==> src/rtl/bcd_decoder_if.sv <==
// rtl/bcd_decoder_if.sv - request/result bundle for the sequential BCD-to-binary converter.
interface bcd_decoder_if #(
  parameter int DIGITS = 8,
  parameter int BIN_W  = 32
);
  logic                  start;
  logic [4*DIGITS-1:0]   bcd_in;
  logic [3:0]            ndigits;
  logic [BIN_W-1:0]      binary_out;
  logic                  busy;
  logic                  done;
  logic                  err;

  modport master (
    output start, bcd_in, ndigits,
    input  binary_out, busy, done, err
  );

  modport slave (
    input  start, bcd_in, ndigits,
    output binary_out, busy, done, err
  );
endinterface

==> src/rtl/bcd_decoder.sv <==
// rtl/bcd_decoder.sv - Horner BCD-to-binary converter, one digit per clock, MS active digit first.
// Optional digit validation with abort is enabled by defining BCD_DEC_CHECK_EN.
module bcd_decoder #(
  parameter int DIGITS = 8,
  parameter int BIN_W  = 32
) (
  input  logic          clk,
  input  logic          rst,
  bcd_decoder_if.slave  bus
);

  typedef enum logic [1:0] {IDLE, CONV, DONE} state_t;

  state_t              state, state_nxt;
  logic [4*DIGITS-1:0] bcd_q, bcd_nxt;
  logic [3:0]          idx, idx_nxt;
  logic [BIN_W-1:0]    acc, acc_nxt;
  logic [BIN_W-1:0]    out_q, out_nxt;
  logic                err_q, err_nxt;
  logic [3:0]          n_clamp;
  logic [3:0]          dig;
  logic [BIN_W-1:0]    mac;
  logic                bad;

  assign n_clamp = (bus.ndigits > 4'(DIGITS)) ? 4'(DIGITS) : bus.ndigits;

  always_comb begin
    dig = 4'd0;
    for (int i = 0; i < DIGITS; i++) begin
      if (idx == 4'(i)) dig = bcd_q[4*i +: 4];
    end
  end

  // acc*10 as (acc<<3)+(acc<<1); the top bits fall off, giving the modulo-2^BIN_W wrap
  assign mac = {acc[BIN_W-4:0], 3'b000} + {acc[BIN_W-2:0], 1'b0} + BIN_W'(dig);

`ifdef BCD_DEC_CHECK_EN
  assign bad = (dig > 4'd9);
`else
  assign bad = 1'b0;
`endif

  always_comb begin
    state_nxt = state;
    bcd_nxt   = bcd_q;
    idx_nxt   = idx;
    acc_nxt   = acc;
    out_nxt   = out_q;
    err_nxt   = err_q;
    case (state)
      IDLE: begin
        if (bus.start) begin
          bcd_nxt = bus.bcd_in;
          acc_nxt = '0;
          err_nxt = 1'b0;
          if (n_clamp == 4'd0) begin
            out_nxt   = '0;
            state_nxt = DONE;
          end else begin
            idx_nxt   = n_clamp - 4'd1;
            state_nxt = CONV;
          end
        end
      end
      CONV: begin
        if (bad) begin
          err_nxt   = 1'b1;
          out_nxt   = '0;
          state_nxt = DONE;
        end else begin
          acc_nxt = mac;
          idx_nxt = idx - 4'd1;
          if (idx == 4'd0) begin
            // result is published on entry to DONE so it is valid alongside done
            out_nxt   = mac;
            state_nxt = DONE;
          end
        end
      end
      DONE:    state_nxt = IDLE;
      default: state_nxt = IDLE;
    endcase
  end

  always_ff @(posedge clk) begin
    if (rst) begin
      state <= IDLE;
      bcd_q <= '0;
      idx   <= '0;
      acc   <= '0;
      out_q <= '0;
      err_q <= 1'b0;
    end else begin
      state <= state_nxt;
      bcd_q <= bcd_nxt;
      idx   <= idx_nxt;
      acc   <= acc_nxt;
      out_q <= out_nxt;
      err_q <= err_nxt;
    end
  end

  assign bus.busy       = (state != IDLE);
  assign bus.done       = (state == DONE);
  assign bus.binary_out = out_q;
  assign bus.err        = err_q;

endmodule

==> src/flat_wrapper.sv <==
// flat-port wrapper written by rule: the top's interface ports become plain ports
module bcd_decoder_flat 
#(
  parameter int DIGITS = 8,
  parameter int BIN_W  = 32
)
  (clk, rst, bus_start, bus_bcd_in, bus_ndigits, bus_binary_out, bus_busy, bus_done, bus_err);
  bcd_decoder_if #(.DIGITS(DIGITS), .BIN_W(BIN_W)) bus_i ();
  input  logic clk;
  input  logic rst;
  input wire logic [$bits(bus_i.start)-1:0] bus_start;
  input wire logic [$bits(bus_i.bcd_in)-1:0] bus_bcd_in;
  input wire logic [$bits(bus_i.ndigits)-1:0] bus_ndigits;
  output wire logic [$bits(bus_i.binary_out)-1:0] bus_binary_out;
  output wire logic [$bits(bus_i.busy)-1:0] bus_busy;
  output wire logic [$bits(bus_i.done)-1:0] bus_done;
  output wire logic [$bits(bus_i.err)-1:0] bus_err;
  assign bus_i.start = bus_start;
  assign bus_i.bcd_in = bus_bcd_in;
  assign bus_i.ndigits = bus_ndigits;
  assign bus_binary_out = bus_i.binary_out;
  assign bus_busy = bus_i.busy;
  assign bus_done = bus_i.done;
  assign bus_err = bus_i.err;
  bcd_decoder #(.DIGITS(DIGITS), .BIN_W(BIN_W)) u_core (.clk(clk), .rst(rst), .bus(bus_i));
endmodule
==> config.mk <==
export PLATFORM = sky130hd
export DESIGN_NAME = bcd_decoder_flat
export DESIGN_NICKNAME = d
export VERILOG_FILES = /design/src/rtl/bcd_decoder_if.sv /design/src/rtl/bcd_decoder.sv /design/src/flat_wrapper.sv
export SDC_FILE = /design/constraint.sdc
export NUM_CORES = 1
export LEC_CHECK = 0
export BUFFER_PORTS_ARGS = -buffer_cell sky130_fd_sc_hd__buf_2
export CORE_UTILIZATION = 59
export CTS_BUF_LIST = sky130_fd_sc_hd__clkbuf_16
export DETAILED_ROUTE_END_ITERATION = 10
export PLACE_DENSITY = 0.88
export SLEW_MARGIN = 30
export SYNTH_ARGS = -nofsm -noshare
export SYNTH_HDL_FRONTEND = slang
export SYNTH_SLANG_ARGS = --single-unit
==> constraint.sdc <==
create_clock -name clk -period 5.5 [get_ports clk]
set_clock_uncertainty 0.05 [all_clocks]
set_input_delay 0.275 -clock clk [delete_from_list [all_inputs] [get_ports clk]]
set_output_delay 0.275 -clock clk [all_outputs]
set_load 0.01 [all_outputs]
# Yosys cells after proc, flatten, opt, wreduce, memory -nomap -nowiden
# Cells that the tools add are included.
[totals]
word_cells = 55
out_inout_bits = 35
register_bits = 101
[classes]
add_sub_neg = 4
eq_ne = 13
n_mux = 22
n_reduce_logical = 10
n_lt_le_gt_ge = 1
[ops]
columns = ["cell", "n"]
rows = [
  ["$mux 32", 3],
  ["$pmux 32 s2", 1],
  ["$pmux 31 s2", 1],
  ["$mux 4", 11],
  ["$add 32x32->32", 1],
  ["$add 32x4->32", 1],
  ["$mux 31", 1],
  ["$eq 4x3->1 const B", 4],
  ["$eq 4x2->1 const B", 2],
  ["$logic_not 4->1", 2],
  ["$pmux 4 s2", 1],
  ["$sub 4x1->4 const B", 2],
  ["$mux 2", 3],
  ["$reduce_and 2->1", 3],
  ["$eq 4x1->1 const B", 1],
  ["$gt 4x4->1 const B", 1],
  ["$ne 2x1->1 const B", 2],
  ["$ne 2x2->1 const B", 2],
  ["$pmux 2 s2", 1],
  ["$reduce_and 4->1", 1],
  ["$reduce_bool 2->1", 2],
  ["$reduce_and 3->1", 1],
  ["$eq 2x1->1 const B", 1],
  ["$eq 2x2->1 const B", 1],
  ["$logic_not 2->1", 1],
]

# Depth between registers and ports, before layout
[depth]
word_depth = 12
ltp_mapped = 22

# Worst setup path before layout
# No wires, ideal clock.
[synth_timing]
kind = "register to register"
startpoint = "register u_core.idx[1]"
endpoint = "register u_core.acc[28]"
arrival_time_ns = 3.973
path_stages_with_launch = 20
period_less_slack_ns = 4.140
path_slack_ns = 1.360
path_buffers = 1
required_time_ns = 5.333
setup_ns = 0.117
cell_sequence = "dfxtp_1 inv_1 ha_1 clkbuf_1 nor2_1 a21oi_1 nor2_1 a21oi_1 o21ai_0 a22o_1 fa_1 fa_1 a21o_1 a221o_1 a221oi_2 nand3b_1 a21boi_1 o21ai_1 xor2_1 a22o_1"
[synth_between]
elab_chain_len = 11
word_cells_on_any_way = 18
classes_between = "add/sub (1); eq/ne (7); mux (9); reduce/logical (1)"
[synth_rtl]
columns = ["item", "line_no", "source"]
rows = [
  ["from (decl)", "bcd_decoder.sv:16", "logic [3:0] idx, idx_nxt;"],
  ["from (signal assigned)", "bcd_decoder.sv:96", "idx <= idx_nxt;"],
  ["$logic_not 4->1", "bcd_decoder.sv:30", "if (idx == 4'(i)) dig = bcd_q[4*i +: 4];"],
  ["$mux 4 (7 in a row)", "bcd_decoder.sv:30", ""],
  ["$mux 4 *", "bcd_decoder.sv:30", ""],
  ["$add 32x4->32 *", "bcd_decoder.sv:35", "assign mac = {acc[BIN_W-4:0], 3'b000} + {acc[BIN_W-2:0], 1'b0} + BIN_W'(dig);"],
  ["$pmux 31 s2 *", "bcd_decoder.sv:50", "case (state)"],
  ["to (signal assigned)", "bcd_decoder.sv:97", "acc <= acc_nxt;"],
  ["to (decl)", "bcd_decoder.sv:17", "logic [BIN_W-1:0] acc, acc_nxt;"],
]
# Every way passes the cells marked *; elsewhere a longest branch is shown, timed or not.
# A chain may end at the register's enable or synchronous reset.

# Final worst setup path
[layout_timing]
startpoint = "register u_core.idx[1]"
endpoint = "register u_core.out_q[26] (netlist: u_core.bus.binary_out[26])"
[layout_between]
elab_chain_len = 12
word_cells_on_any_way = 21
classes_between = "add/sub (1); eq/ne (8); mux (10); reduce/logical (2)"
[layout_rtl]
columns = ["item", "line_no", "source"]
rows = [
  ["$logic_not 4->1", "bcd_decoder.sv:30, bcd_decoder.sv:73", ""],
  ["$mux 4 (8 in a row)", "bcd_decoder.sv:30", ""],
  ["$add 32x4->32", "bcd_decoder.sv:35", ""],
  ["$mux 32", "bcd_decoder.sv:73", "if (idx == 4'd0) begin"],
  ["$pmux 32 s2", "bcd_decoder.sv:50", ""],
  ["to (signal assigned)", "bcd_decoder.sv:98", "out_q <= out_nxt;"],
  ["to (decl)", "bcd_decoder.sv:18", "logic [BIN_W-1:0] out_q, out_nxt;"],
]
# Several ways; a longest one is shown, not always the timed one. The select of a mux whose other input is x is not followed.

==> impl_metrics.csv <==
group,metric,value,unit
timing,fin_max_slew_vios,0,
timing,tns,0,ns
run_status,outcome,"finished, final reports clean",
clock_network,cts-root-to-sink-buffers,2,
clock_network,cts_htree_levels,3,
placement,gpl.final_weighted_congestion,0.9819,
worst_setup_path,class_of_the_most_critical_setup_path,"flop to flop",
cells_and_area,n_fill_cell,839,
cells_and_area,antenna-diode-count,0,
power_and_ir_drop,p_per_area,244.9,nW/µm²
cells_and_area,final_core_density,0.6731,
power_and_ir_drop,internal_dissipation,1.141,mW
clock_network,clock_latency,0.35,ns
floorplan,dieHeight,101.9,µm
clock_network,post_cts_resized,0,
power_and_ir_drop,share_of_total_power_in_the_clock_network,0.373,
power_and_ir_drop,power_frac_seq,0.487,
min_path,hp-class,"input port to flop",
timing,whs,0.1058,ns
global_route,globalRouteTotalUtil,0.2907,
floorplan,core-area,9729,µm²
placement,place_inst,894,
worst_setup_path,cp_data_required_time,5.68,ns
cells_and_area,syn_to_final_growth,11.20,%
route,post_drt_via_cell_ratio,6.011,
timing,finalSetupViolations,0,
clock_network,path_clk_slew,0.07,ns
logic_synthesis,share_of_synthesized_area_occupied_by_flip_flops_and_latches,0.3433,
global_route,grt_pass1_wl,23740,µm
global_route,overflow,0,
clock_network,tritoncts,"built",
logic_synthesis,synth-edff-count,0,
route,number_of_design_rule_violations_left_after_detail_routing,0,
floorplan,initial_utilization,0.6053,
route,vias,5464,
cells_and_area,sequential_cell_area,2022,µm²
timing,worst_slew_pin_slew,0.8089,ns
clock_network,cts_root_buffer,"sky130_fd_sc_hd__clkbuf_16",
timing,fin_crit,4.664,ns
logic_synthesis,synthesis.area,5889,µm²
cells_and_area,drive_gt1_frac,0.1392,
timing,final_hold_viol_count,0,
floorplan,floorplan.die_area,10390,µm²
timing,setup_repair_after_global_routing_missed_its_margin,"false",
timing,timing.final.crit_share,0.8480,
clock_network,numClockSinks,101,
cells_and_area,fin_cells,909,
route,routed_wire_length_per_instance,16.01,µm
clock_network,num_cts_buffers,9,
global_route,largest_net_degree_at_the_start_of_global_routing,38,
power_and_ir_drop,power.combinational.fraction,0.141,
logic_synthesis,post_synth.cell_area_avg,8.146,µm²
logic_synthesis,postSynth.topFlopCell,"sky130_fd_sc_hd__dfxtp_1",
cells_and_area,net_count_of_the_finished_layout,877,
timing,worst_slew_margin_rel,0.4602,
floorplan,floorplan.die.width,101.9,µm
route,detailedRoute.firstPassIterationCount,5,
global_route,via_count_of_the_first_global_routing_pass,5156,
logic_synthesis,synth.lib_cells_used.distinct,64,
placement,post-dp-hpwl,10740,µm
route,wire_length_after_detailed_routing,14550,µm
cells_and_area,multiInputGateArea,3665,µm²
cells_and_area,layout_commonest_cell,"sky130_fd_sc_hd__nand2_1",
cells_and_area,final_cell_mix,"sky130_fd_sc_hd__nand2_1, sky130_fd_sc_hd__dfxtp_1, sky130_fd_sc_hd__a21oi_1",
logic_synthesis,synth_async_sr_flop_share,0,
logic_synthesis,postSynthRegisterBits,101,
power_and_ir_drop,power_switching,0.4627,mW
floorplan,ioPinCount,74,
timing,clock.fmax,214.4,MHz
power_and_ir_drop,power_switching_share,0.2885,
logic_synthesis,yosysWarningCount,0,
global_route,initial_antenna_violation_count,0,
logic_synthesis,netlist_instances,723,
floorplan,rows,36,
worst_setup_path,critical_path_startpoint_category,"flop",
logic_synthesis,synth.net_count,828,
route,drtAntennaViolNets,0,
worst_setup_path,crit_arrival,4.85,ns
clock_network,post-cts-setup-buffers,0,
clock_network,cts-hold-fix-buffers,0,
worst_setup_path,end_kind,"flop",
route,initialDrtViolationCount,356,
power_and_ir_drop,power.ir.vdd_worst,0.1433,mV
power_and_ir_drop,static-leakage-power,3.016,nW
job,timing.max_cap.violations,0,
worst_setup_path,critical_path.max_fanout,16,
placement,io_buffer_count,72,
==> per-stage QoR <==
stage / cell area (µm²) / setup slack [ns] / power [mW]
final: 6549 / 0.8358 / 1.604
after global routing: 6549 / 0.4369 / 1.670
after CTS: 6545 / 0.8522 / 1.607
after detailed placement: 6274 / 0.8811 / 1.019
after global placement: 6267 / 1.074 / 1.008
after floorplan: 5889 / 1.360 / 0.9559
==> sequential cells by signal, indices dropped and copies added (netlist names) <==
signal and flops:
u_core.bus.binary_out 32, u_core.acc 31, u_core.idx 4, u_core.state 2, u_core.bcd_q 32
==> cell usage after synthesis, types with 2 or more instances <==
library cell / n / share of area
sky130_fd_sc_hd__clkbuf_1: 30 / 0.019
sky130_fd_sc_hd__buf_6: 2 / 0.0038
sky130_fd_sc_hd__o21ai_0: 28 / 0.024
sky130_fd_sc_hd__o21a_1: 4 / 0.0051
sky130_fd_sc_hd__ha_1: 64 / 0.14
sky130_fd_sc_hd__buf_2: 3 / 0.0025
sky130_fd_sc_hd__nand2b_1: 6 / 0.0064
sky130_fd_sc_hd__nor2_2: 2 / 0.0021
sky130_fd_sc_hd__nand3_1: 19 / 0.016
sky130_fd_sc_hd__nor2b_1: 7 / 0.0074
sky130_fd_sc_hd__and2_1: 4 / 0.0042
sky130_fd_sc_hd__a31oi_1: 7 / 0.0074
sky130_fd_sc_hd__nand3b_1: 4 / 0.0051
sky130_fd_sc_hd__o211ai_1: 4 / 0.0051
sky130_fd_sc_hd__and3_2: 2 / 0.0025
sky130_fd_sc_hd__nand2_1: 136 / 0.087
sky130_fd_sc_hd__o21bai_1: 3 / 0.0038
sky130_fd_sc_hd__fa_1: 2 / 0.0068
sky130_fd_sc_hd__a22oi_1: 16 / 0.020
sky130_fd_sc_hd__a22o_1: 24 / 0.036
sky130_fd_sc_hd__a211oi_1: 4 / 0.0051
sky130_fd_sc_hd__a21o_1: 9 / 0.011
sky130_fd_sc_hd__a32o_1: 3 / 0.0051
sky130_fd_sc_hd__nor2_1: 59 / 0.038
sky130_fd_sc_hd__dfxtp_1: 101 / 0.34
sky130_fd_sc_hd__nor3_1: 7 / 0.0059
sky130_fd_sc_hd__o21ai_1: 5 / 0.0042
sky130_fd_sc_hd__nand4_1: 2 / 0.0021
sky130_fd_sc_hd__and3_1: 4 / 0.0042
sky130_fd_sc_hd__nand4b_1: 3 / 0.0045
sky130_fd_sc_hd__inv_1: 11 / 0.0070
sky130_fd_sc_hd__xor2_1: 10 / 0.015
sky130_fd_sc_hd__o311ai_0: 3 / 0.0045
sky130_fd_sc_hd__xnor2_1: 18 / 0.027
sky130_fd_sc_hd__nor4_1: 2 / 0.0021
sky130_fd_sc_hd__a21oi_1: 87 / 0.074
==> path summary, 6_finish.rpt <==
kind / from / endpoint / slack (ns) / cells past startpoint
hold reg to reg: u_core.bus.binary_out[10] / u_core.bus.binary_out[10] / 0.40 / 2
setup / recovery: u_core.idx[1] / u_core.bus.binary_out[26] / 0.84 / 21
setup reg to reg: u_core.idx[1] / u_core.bus.binary_out[26] / 0.84 / 21
hold / removal: bus_bcd_in[0] / u_core.bcd_q[0] / 0.11 / 3
==> power by group through the flow <==
stage / clock network (mW) / registers, mW / logic (mW)
final: 0.597 / 0.781 / 0.225
after floorplan: 0 / 0.787 / 0.169
after global placement: 0 / 0.795 / 0.213
after CTS: 0.603 / 0.780 / 0.224
after detailed placement: 0 / 0.797 / 0.222
after global routing: 0.637 / 0.784 / 0.250
==> per-layer routing <==
layer  wire length, µm  track usage
met3               881      0.05198
met4               451       0.1451
met5                 0            0
met2              6942       0.4891
met1              6278       0.3587
==> final cells by class <==
type	instances	area share
repair buffers	75	0.05846
clock buffers	9	0.03439
well taps	133	0.02541
multi-input cells	574	0.5596
flip-flops and latches	101	0.3088
clock inverters	6	0.007069
inverters	11	0.006305
==> worst max-delay path: stages (launching register included) <==
cell and delay, ns:
sky130_fd_sc_hd__dfxtp_1 0.34, sky130_fd_sc_hd__inv_1 0.13, sky130_fd_sc_hd__ha_1 0.47, sky130_fd_sc_hd__nand3b_1 0.18
sky130_fd_sc_hd__a21oi_1 0.07, sky130_fd_sc_hd__a21oi_1 0.14, sky130_fd_sc_hd__nor2_1 0.05, sky130_fd_sc_hd__a211oi_1 0.28
sky130_fd_sc_hd__a211oi_1 0.09, sky130_fd_sc_hd__a21oi_1 0.15, sky130_fd_sc_hd__nand3_1 0.10, sky130_fd_sc_hd__ha_1 0.20
sky130_fd_sc_hd__ha_1 0.21, sky130_fd_sc_hd__fa_1 0.40, sky130_fd_sc_hd__a21o_1 0.23, sky130_fd_sc_hd__a221o_1 0.34
sky130_fd_sc_hd__a221oi_2 0.29, sky130_fd_sc_hd__nand2_1 0.12, sky130_fd_sc_hd__a31oi_1 0.27, sky130_fd_sc_hd__nor4b_1 0.09
sky130_fd_sc_hd__nor3_1 0.23, sky130_fd_sc_hd__o21ai_0 0.10
==> cell families after synthesis <==
| logic type | share of synthesized area |
|---|---|
| and+or+nand+nor | 0.1935 |
| AOI/OAI and AO/OA | 0.2382 |
| DFF | 0.3433 |
| adders and majority gates | 0.1428 |
| buffers and inverters | 0.03612 |
| xor gates and xnor gates | 0.04164 |
| other | 0.0006367 |
| muxes | 0.003824 |
Note: power is estimated with default switching activity, not from simulation.
